File: src/rtl/resp_misr_capture.sv
// Response compactor: folds a wide response bus into a 32-bit MISR over a
// programmed number of samples and flags a match against a golden signature.
module resp_misr_capture #(
  parameter int          WIDTH = 330,
  parameter int          SIG_W = 32,
  parameter logic [31:0] POLY  = 32'h04C11DB7,
  parameter logic [31:0] SEED  = 32'hFFFFFFFF
) (
  input  logic             clk,
  input  logic             rst_n,
  input  logic             start,
  input  logic             abort,
  input  logic [31:0]      cycles,
  input  logic             sample_en,
  input  logic [WIDTH-1:0] resp_flat,
  input  logic [SIG_W-1:0] expect_sig,
  output logic             busy,
  output logic             done,
  output logic [SIG_W-1:0] signature,
  output logic [31:0]      sample_count,
  output logic             match
);

  localparam int NCH = (WIDTH + SIG_W - 1) / SIG_W;

  typedef enum logic [1:0] {IDLE, RUN, DONE} state_t;

  state_t             state_reg, state_next;
  logic [SIG_W-1:0]   sig_reg, sig_next;
  logic [31:0]        count_reg, count_next;
  logic [31:0]        target_reg, target_next;
  logic               busy_reg, done_reg, match_reg;
  logic               match_next;

  logic [NCH*SIG_W-1:0] padded;
  logic [SIG_W-1:0]     chunk [NCH];
  logic [SIG_W-1:0]     fold;
  logic [SIG_W-1:0]     misr_step;
  logic [31:0]          count_inc;

  // Top chunk is zero-extended by padding the bus out to a whole number of chunks.
  always_comb begin
    padded = '0;
    padded[WIDTH-1:0] = resp_flat;
  end

  genvar gi;
  generate
    for (gi = 0; gi < NCH; gi++) begin : g_chunk
      assign chunk[gi] = padded[gi*SIG_W +: SIG_W];
    end
  endgenerate

  always_comb begin
    fold = '0;
    for (int i = 0; i < NCH; i++) begin
      fold = fold ^ chunk[i];
    end
  end

  assign misr_step = {sig_reg[SIG_W-2:0], 1'b0}
                   ^ (sig_reg[SIG_W-1] ? POLY[SIG_W-1:0] : '0)
                   ^ fold;
  assign count_inc = count_reg + 32'd1;

  // Priority: abort, then start, then sample_en.
  always_comb begin
    state_next  = state_reg;
    sig_next    = sig_reg;
    count_next  = count_reg;
    target_next = target_reg;
    if (abort) begin
      state_next = IDLE;
    end else begin
      case (state_reg)
        IDLE, DONE: begin
          if (start) begin
            sig_next    = SEED[SIG_W-1:0];
            count_next  = '0;
            target_next = cycles;
            state_next  = (cycles == 32'd0) ? DONE : RUN;
          end
        end
        RUN: begin
          if (sample_en) begin
            sig_next   = misr_step;
            count_next = count_inc;
            if (count_inc == target_reg) begin
              state_next = DONE;
            end
          end
        end
        default: state_next = IDLE;
      endcase
    end
  end

  // Compare against next-state values so match is valid on the same edge as done.
  assign match_next = (state_next == DONE) && (sig_next == expect_sig);

  always_ff @(posedge clk or negedge rst_n) begin
    if (!rst_n) begin
      state_reg  <= IDLE;
      sig_reg    <= '0;
      count_reg  <= '0;
      target_reg <= '0;
      busy_reg   <= 1'b0;
      done_reg   <= 1'b0;
      match_reg  <= 1'b0;
    end else begin
      state_reg  <= state_next;
      sig_reg    <= sig_next;
      count_reg  <= count_next;
      target_reg <= target_next;
      busy_reg   <= (state_next == RUN);
      done_reg   <= (state_next == DONE);
      match_reg  <= match_next;
    end
  end

  assign busy         = busy_reg;
  assign done         = done_reg;
  assign signature    = sig_reg;
  assign sample_count = count_reg;
  assign match        = match_reg;

endmodule

File: config.mk
export PLATFORM = sky130hd
export DESIGN_NAME = resp_misr_capture
export DESIGN_NICKNAME = d
export VERILOG_FILES = /design/src/rtl/resp_misr_capture.sv
export SDC_FILE = /design/constraint.sdc
export NUM_CORES = 1
export LEC_CHECK = 0
export BUFFER_PORTS_ARGS = -buffer_cell sky130_fd_sc_hd__buf_4
export CORE_AREA = 2 2 182 184
export DETAILED_ROUTE_END_ITERATION = 6
export DIE_AREA = 0 0 184 186
export SLEW_MARGIN = 15
export SYNTH_ARGS = -nofsm -noshare
export SYNTH_HDL_FRONTEND = slang
export SYNTH_SLANG_ARGS = --single-unit
File: constraint.sdc
create_clock -name clk -period 3.7 [get_ports clk]
set_input_delay 0.37 -clock clk [delete_from_list [all_inputs] [get_ports clk]]
set_output_delay 0.37 -clock clk [all_outputs]
set_load 0.03 [all_outputs]
==> out/metrics.cfg, run 1 <==
[outcome]
status=completed

[sta]
final-setup-viol-count=0
slew_headroom=0.401
fin_ws_ps=278
final.setup_skew_ps=13.0
min_period_ps=3420
finalCritPeriodShare=0.925
holdWs_ps=107
final.setup.tns_ps=0
max_freq_ghz=0.292
worstMarginPinSlew_ps=898
hold_viol_final=0
maxSlewViolCount=0
rsz0062_at_grt=no

[routing]
drtIter0Drc=524
routedWlPerCell_um=21.0
viasPerCell=4.82
firstDrtPassIters=5
vias=9139
drcViolationCount=0
antenna_left=0
totalWireLength_um=39700

[synth]
synth.net_count=1431
synth_top_family_by_area=XOR/XNOR gates
yosysWarnings=0
synthArstFlopShare=1.00
synthMuxAreaShare=0.0465
synth_compound_area_frac=0.117
synth_edf_count=0
yosysSeqAreaShare=0.272
netlist_area_um2=9310
synthCells=1031
synth_xor_area_frac=0.397
synth_seq_cells=101
yosysUniqueCellTypes=66
synth-main-ff-cell=dfrtp_1
synth_adder_area_share=0.00134
synthSimpleGateAreaFrac=0.136
syn_area_per_cell_um2=9.03

[global_route]
grt_start_max_net_pins=61
antenna_found_initial=3
grt_pass1_vias=9047
grt_pass1_wl_um=56800
grt_overflow=0
track_usage=0.227

[worst_setup_path]
crit_buf_inv=0
cp_slowest_cell=dfrtp_1
slowest_delay_ps=520
critPathMaxFanout=9
crit_path_start_kind=flop
worstSetupPathType=flop to flop
cp_common_cell=a2111oi_2
endpoint_kind=flop
regToRegSetupSlack_ps=280
crit_chain=and4_1 > nand4_4 > or3_1 > a2111oi_2 > o2111ai_1 > a2111oi_2 > nand4_1 > o22a_2 > nor4_2
cp_data_required_time_ps=3960
path_delay_family=simple AND/OR/NAND/NOR gates
cp.arrival_ps=3680

[clock_network]
clkTransAtPathRegs_ps=70
htree_levels=3
cts_resized=0
cts_setup_buffers=0
cts_root_buf=clkbuf_16
clk_path_buf_depth=2
cts-buffers-inserted=9
clock_sinks=101
tritoncts=done
clock_latency_ps=360
hold_buffers=0

[layout]
nets=1882
syn2layout_area_growth_pct=45.8
fin_util=0.421
final_layout_size_suffix_gt1_frac=0.370

[worst_hold_path]
min_path_type=input pin to asynchronous set/reset pin

[power_and_ir_drop]
power_density_nw_per_um2=402
p_total_mw=5.45
leakagePower_nw=5.68
ir_drop_mv=0.214

[die]
rows=66
boundaryPins=466
die_w_um=184
initial_core_util=0.289
dieArea_um2=34200
core_area_um2=32200
fp.dieH_um=186

[placed_design]
dp_slack_ps=302
gp_congestion=0.918
io_buffers=465
dp_hpwl_um=33900

[job]
cap_viol_max_count=0

## metrics by stage
step	std cells	cell area (µm²)
3_5_place_dp	1879	13300
2_1_floorplan	1031	9310
4_1_cts	1893	13600
6_report	1895	13600
3_3_place_gp	1879	13300
5_1_grt	1894	13600
## power by group
| group | total, mW | switching (mW) | leakage, nW | internal, mW |
|---|---|---|---|---|
| Clock | 1.00 | 0.458 | 0.141 | 0.542 |
| Sequential | 1.51 | 0.242 | 1.21 | 1.27 |
| Combinational | 2.94 | 1.46 | 4.34 | 1.48 |
## cells in the final DEF, fill, tap and decap left out, types with 6 or more instances in the layout
master	Yosys	layout
buf_4	7	483
and3_1	8	8
a21oi_1	33	33
nand4_1	21	21
or3_1	11	11
nor3_1	12	12
nand3_1	13	13
xnor3_1	10	10
dfrtp_1	101	101
nand2_1	65	65
xor2_1	74	74
o21a_1	6	6
nor4_1	19	19
nor2b_1	8	8
mux2_2	34	34
o21ai_0	82	82
o31ai_1	12	12
inv_1	14	14
xnor2_1	322	322
clkbuf_16	0	9
o22ai_1	12	12
nor2_1	61	59
## routing by layer
metal	part of all wire	GRT usage	vias to the layer above
li1	-	-	4432
met1	0.40	0.271	4349
met2	0.52	0.406	314
met3	0.067	0.0605	40
met4	0.018	0.0512	4
met5	0.00068	0	-
## worst register-to-register path, stage by stage (launching register included)
cell and delay (ps):
dfrtp_1 520, and4_1 420, nand4_4 190, or3_1 410, a2111oi_2 370, o2111ai_1 180, a2111oi_2 380, nand4_1 240
o22a_2 340, nor4_2 270
## synthesized netlist by cell type, drive strengths merged, types with 3 or more instances
master,count,share of area
nor3,12,0.0065
buf,19,0.013
or3,11,0.0074
nand2,65,0.026
o22ai,12,0.0081
nand2b,4,0.0027
mux2,34,0.041
xor2,74,0.070
mux2i,5,0.0054
inv,14,0.0056
o41ai,3,0.0028
nand4,22,0.016
clkbuf,25,0.011
and3,8,0.0054
o21a,6,0.0048
nand3,14,0.0081
nor2,61,0.025
a31oi,3,0.0020
o22a,3,0.0030
nor2b,8,0.0054
a2111oi,4,0.0051
and2,4,0.0027
and4,7,0.0070
o21ai,83,0.045
xnor3,10,0.024
nor4,20,0.014
o31ai,12,0.0097
a21oi,33,0.018
dfrtp,101,0.27
o211ai,3,0.0024
xnor2,322,0.30
## final timing paths
kind / endpoint / from / cells past startpoint
max: match$_DFF_PN0_ / sample_count[6]$_DFFE_PN0P_ / 9
min: target_reg[5]$_DFFE_PN0P_ / rst_n / 1
max reg2reg: match$_DFF_PN0_ / sample_count[6]$_DFFE_PN0P_ / 9
min reg2reg: target_reg[11]$_DFFE_PN0P_ / target_reg[11]$_DFFE_PN0P_ / 1
max in group asynchronous: signature[5]$_DFF_PN0_ / rst_n / 2
min in group clk: target_reg[9]$_DFFE_PN0P_ / cycles[9] / 3
## cell type report
cell class | instances | area [µm²]
inverter | 14 | 52.6
timing repair buffer | 484 | 3650
tap | 408 | 510
clock inverter | 4 | 55.1
clock buffer | 10 | 239
sequential | 101 | 2530
fill | 3248 | 18600
multi-input combinational | 872 | 6530
antenna | 2 | 5.00
## logic make-up (layout without fill, tap and decap cells)
logic type	count (synthesis)	count (layout)
flip-flops	101	101
AO/OA/AOI/OAI	180	180
multiplexers	39	39
buffers and inverters	58	512
XOR/XNOR	406	406
AND/OR/NAND/NOR	246	246
other	0	2
adder cells (fa/ha/maj)	1	1
Note: power is estimated with default switching activity, not from simulation.
==> inputs of run 2 (changes only) <==
CORE_AREA = 2 2 180 182   (was 2 2 182 184)
CTS_BUF_LIST = sky130_fd_sc_hd__clkbuf_4   (was not set)
DIE_AREA = 0 0 182 184   (was 0 0 184 186)
==> out/metrics.cfg, run 2 (synthesis gave the netlist of run 1 again) <==
[worst_setup_path]
worstSetupPathType=flop to flop  ; unchanged
crit_path_start_kind=flop  ; unchanged
critPathMaxFanout=10  ; was 9
cp.arrival_ps=3830  ; was 3680 ps
cp_data_required_time_ps=4090  ; was 3960 ps
endpoint_kind=flop  ; unchanged

[placed_design]
io_buffers=465  ; unchanged
placed_area_um2=13200  ; was 13300 µm²
dp_hpwl_um=34500  ; was 33900 µm
gp_congestion=0.933  ; was 0.918

[layout]
mostFrequentLayoutCell=buf_4  ; unchanged
final_cell_mix=buf_4 (480), xnor2_1 (322), dfrtp_1 (101)  ; was buf_4 (483), xnor2_1 (322), dfrtp_1 (101)
syn2layout_area_growth_pct=43.9  ; was 45.8%
final_layout_size_suffix_gt1_frac=0.369  ; was 0.370
design_area_um2=13400  ; was 13600 µm²
nets=1879  ; was 1882

[outcome]
violations=negative hold slack
status=finished, violations left  ; was completed

[power_and_ir_drop]
pwr-share-seq=0.299  ; was 0.278
clkPwrFrac=0.124  ; was 0.183
cell_internal_pwr_mw=2.95  ; was 3.30 mW
ir_drop_mv=0.179  ; was 0.214 mV
leakagePower_nw=5.60  ; was 5.68 nW
power.share.switching=0.417  ; was 0.396
p_sw_mw=2.11  ; was 2.16 mW
power_density_nw_per_um2=378  ; was 402 nW/µm²
comb_power_share=0.577  ; was 0.539

[clock_network]
clock_latency_ps=510  ; was 360 ps
clk_path_buf_depth=2  ; unchanged
tritoncts=done  ; unchanged
clkTransAtPathRegs_ps=170  ; was 70 ps
htree_levels=3  ; unchanged
cts-buffers-inserted=9  ; unchanged
clock_sinks=101  ; unchanged
cts_root_buf=clkbuf_4  ; was clkbuf_16

[routing]
totalWireLength_um=40500  ; was 39700 µm
drtIter0Drc=538  ; was 524
drcViolationCount=0  ; unchanged
vias=9187  ; was 9139
firstDrtPassIters=5  ; unchanged
antenna_left=0  ; unchanged
viasPerCell=4.86  ; was 4.82
routedWlPerCell_um=21.4  ; was 21.0 µm

[die]
fp.dieH_um=184  ; was 186 µm
dieArea_um2=33500  ; was 34200 µm²
rows=65  ; was 66
die_w_um=182  ; was 184 µm
initial_core_util=0.296  ; was 0.289
boundaryPins=466  ; unchanged
core_area_um2=31400  ; was 32200 µm²

[sta]
max_freq_ghz=0.291  ; was 0.292 GHz
final-setup-viol-count=0  ; unchanged
final.setup.tns_ps=0  ; unchanged
worstMarginPinSlew_ps=888  ; was 898 ps
rsz0062_at_grt=no  ; unchanged
hold_viol_final=22  ; was 0
min_period_ps=3440  ; was 3420 ps
maxSlewViolCount=0  ; unchanged
holdWs_ps=-43.5  ; was 107 ps
finalCritPeriodShare=0.928  ; was 0.925
final.setup_skew_ps=46.3  ; was 13.0 ps
slew_headroom=0.408  ; was 0.401

[worst_hold_path]
min_path_type=input pin to asynchronous set/reset pin  ; unchanged

[global_route]
antenna_found_initial=8  ; was 3
grt_pass1_wl_um=58500  ; was 56800 µm
grt_pass1_vias=9130  ; was 9047
grt_overflow=0  ; unchanged
grt_start_max_net_pins=66  ; was 61
track_usage=0.237  ; was 0.227

[job]
cap_viol_max_count=0  ; unchanged

## run 2: cell types whose count changed in the layout (fill, tap and decap cells not counted), sizes merged
| cell | before | now |
|---|---|---|
| buf | 484 | 481 |
| clkbuf | 10 | 9 |
| clkinvlp | 1 | 0 |
| diode | 2 | 7 |
| inv | 16 | 17 |
## run 2: what timing repair did
action	CTS	global route
endpoints found under the setup margin	0	1
setup buffers	0	0
gates resized for setup	0	2
hold buffers	0	0
## run 2: layer usage
metal | global-route usage | up-vias | wire length [µm]
met5 | 0 | - | 25
met4 | 0.0500 | 4 | 537
met3 | 0.0681 | 32 | 3370
met2 | 0.414 | 341 | 20400
met1 | 0.290 | 4363 | 16100
li1 | - | 4447 | -
## run 2: stage by stage
step / worst slack, ps / power (mW) / cells / util / hold WS, ps
3_5_place_dp: 220 / 4.50 / 1870 / 0.422 / 518
4_1_cts: 194 / 5.14 / 1883 / 0.426 / 1.36
3_3_place_gp: 414 / 4.49 / 1870 / 0.422 / 515
2_1_floorplan: 610 / 3.33 / 1031 / - / 74.4
6_report: 265 / 5.06 / 1890 / 0.426 / -43.5
5_1_grt: 53.1 / 5.39 / 1889 / 0.426 / 34.5
## run 2: final timing paths
check                                             from                          to  slack (ps)  depth (start not counted)
max                        sample_count[5]$_DFFE_PN0P_             match$_DFF_PN0_         260                          9
max in group asynchronous                        rst_n     signature[16]$_DFF_PN0_        3010                          2
min                                              rst_n   target_reg[0]$_DFFE_PN0P_         -40                          1
max reg2reg                sample_count[5]$_DFFE_PN0P_             match$_DFF_PN0_         260                          9
min in group clk                            cycles[16]  target_reg[16]$_DFFE_PN0P_         110                          2
min reg2reg                 target_reg[30]$_DFFE_PN0P_  target_reg[30]$_DFFE_PN0P_         550                          1
## run 2: layout make-up
| type | instances | area, µm² |
|---|---|---|
| antenna | 7 | 17.5 |
| timing repair buffer | 481 | 3620 |
| clock buffer | 9 | 67.6 |
| sequential | 101 | 2530 |
| tap | 402 | 503 |
| inverter | 14 | 52.6 |
| multi-input combinational | 872 | 6540 |
| clock inverter | 4 | 58.8 |
| fill | 3200 | 18000 |
## run 2: critical path: stages (launching register included)
cell	delay, ps
dfrtp_1	580
and4_2	390
nand4_4	150
or3_1	420
a2111oi_2	370
o2111ai_1	180
a2111oi_2	370
nand4_1	260
o22a_2	340
nor4_2	280
## run 2: power by group through the flow
stage / logic [mW] / clock network (mW) / registers [mW]
floorplan: 1.69 / 0 / 1.64
global placement: 2.95 / 0 / 1.54
detailed placement: 2.96 / 0 / 1.54
CTS: 2.98 / 0.645 / 1.52
global route: 3.16 / 0.686 / 1.54
finish: 2.92 / 0.626 / 1.52
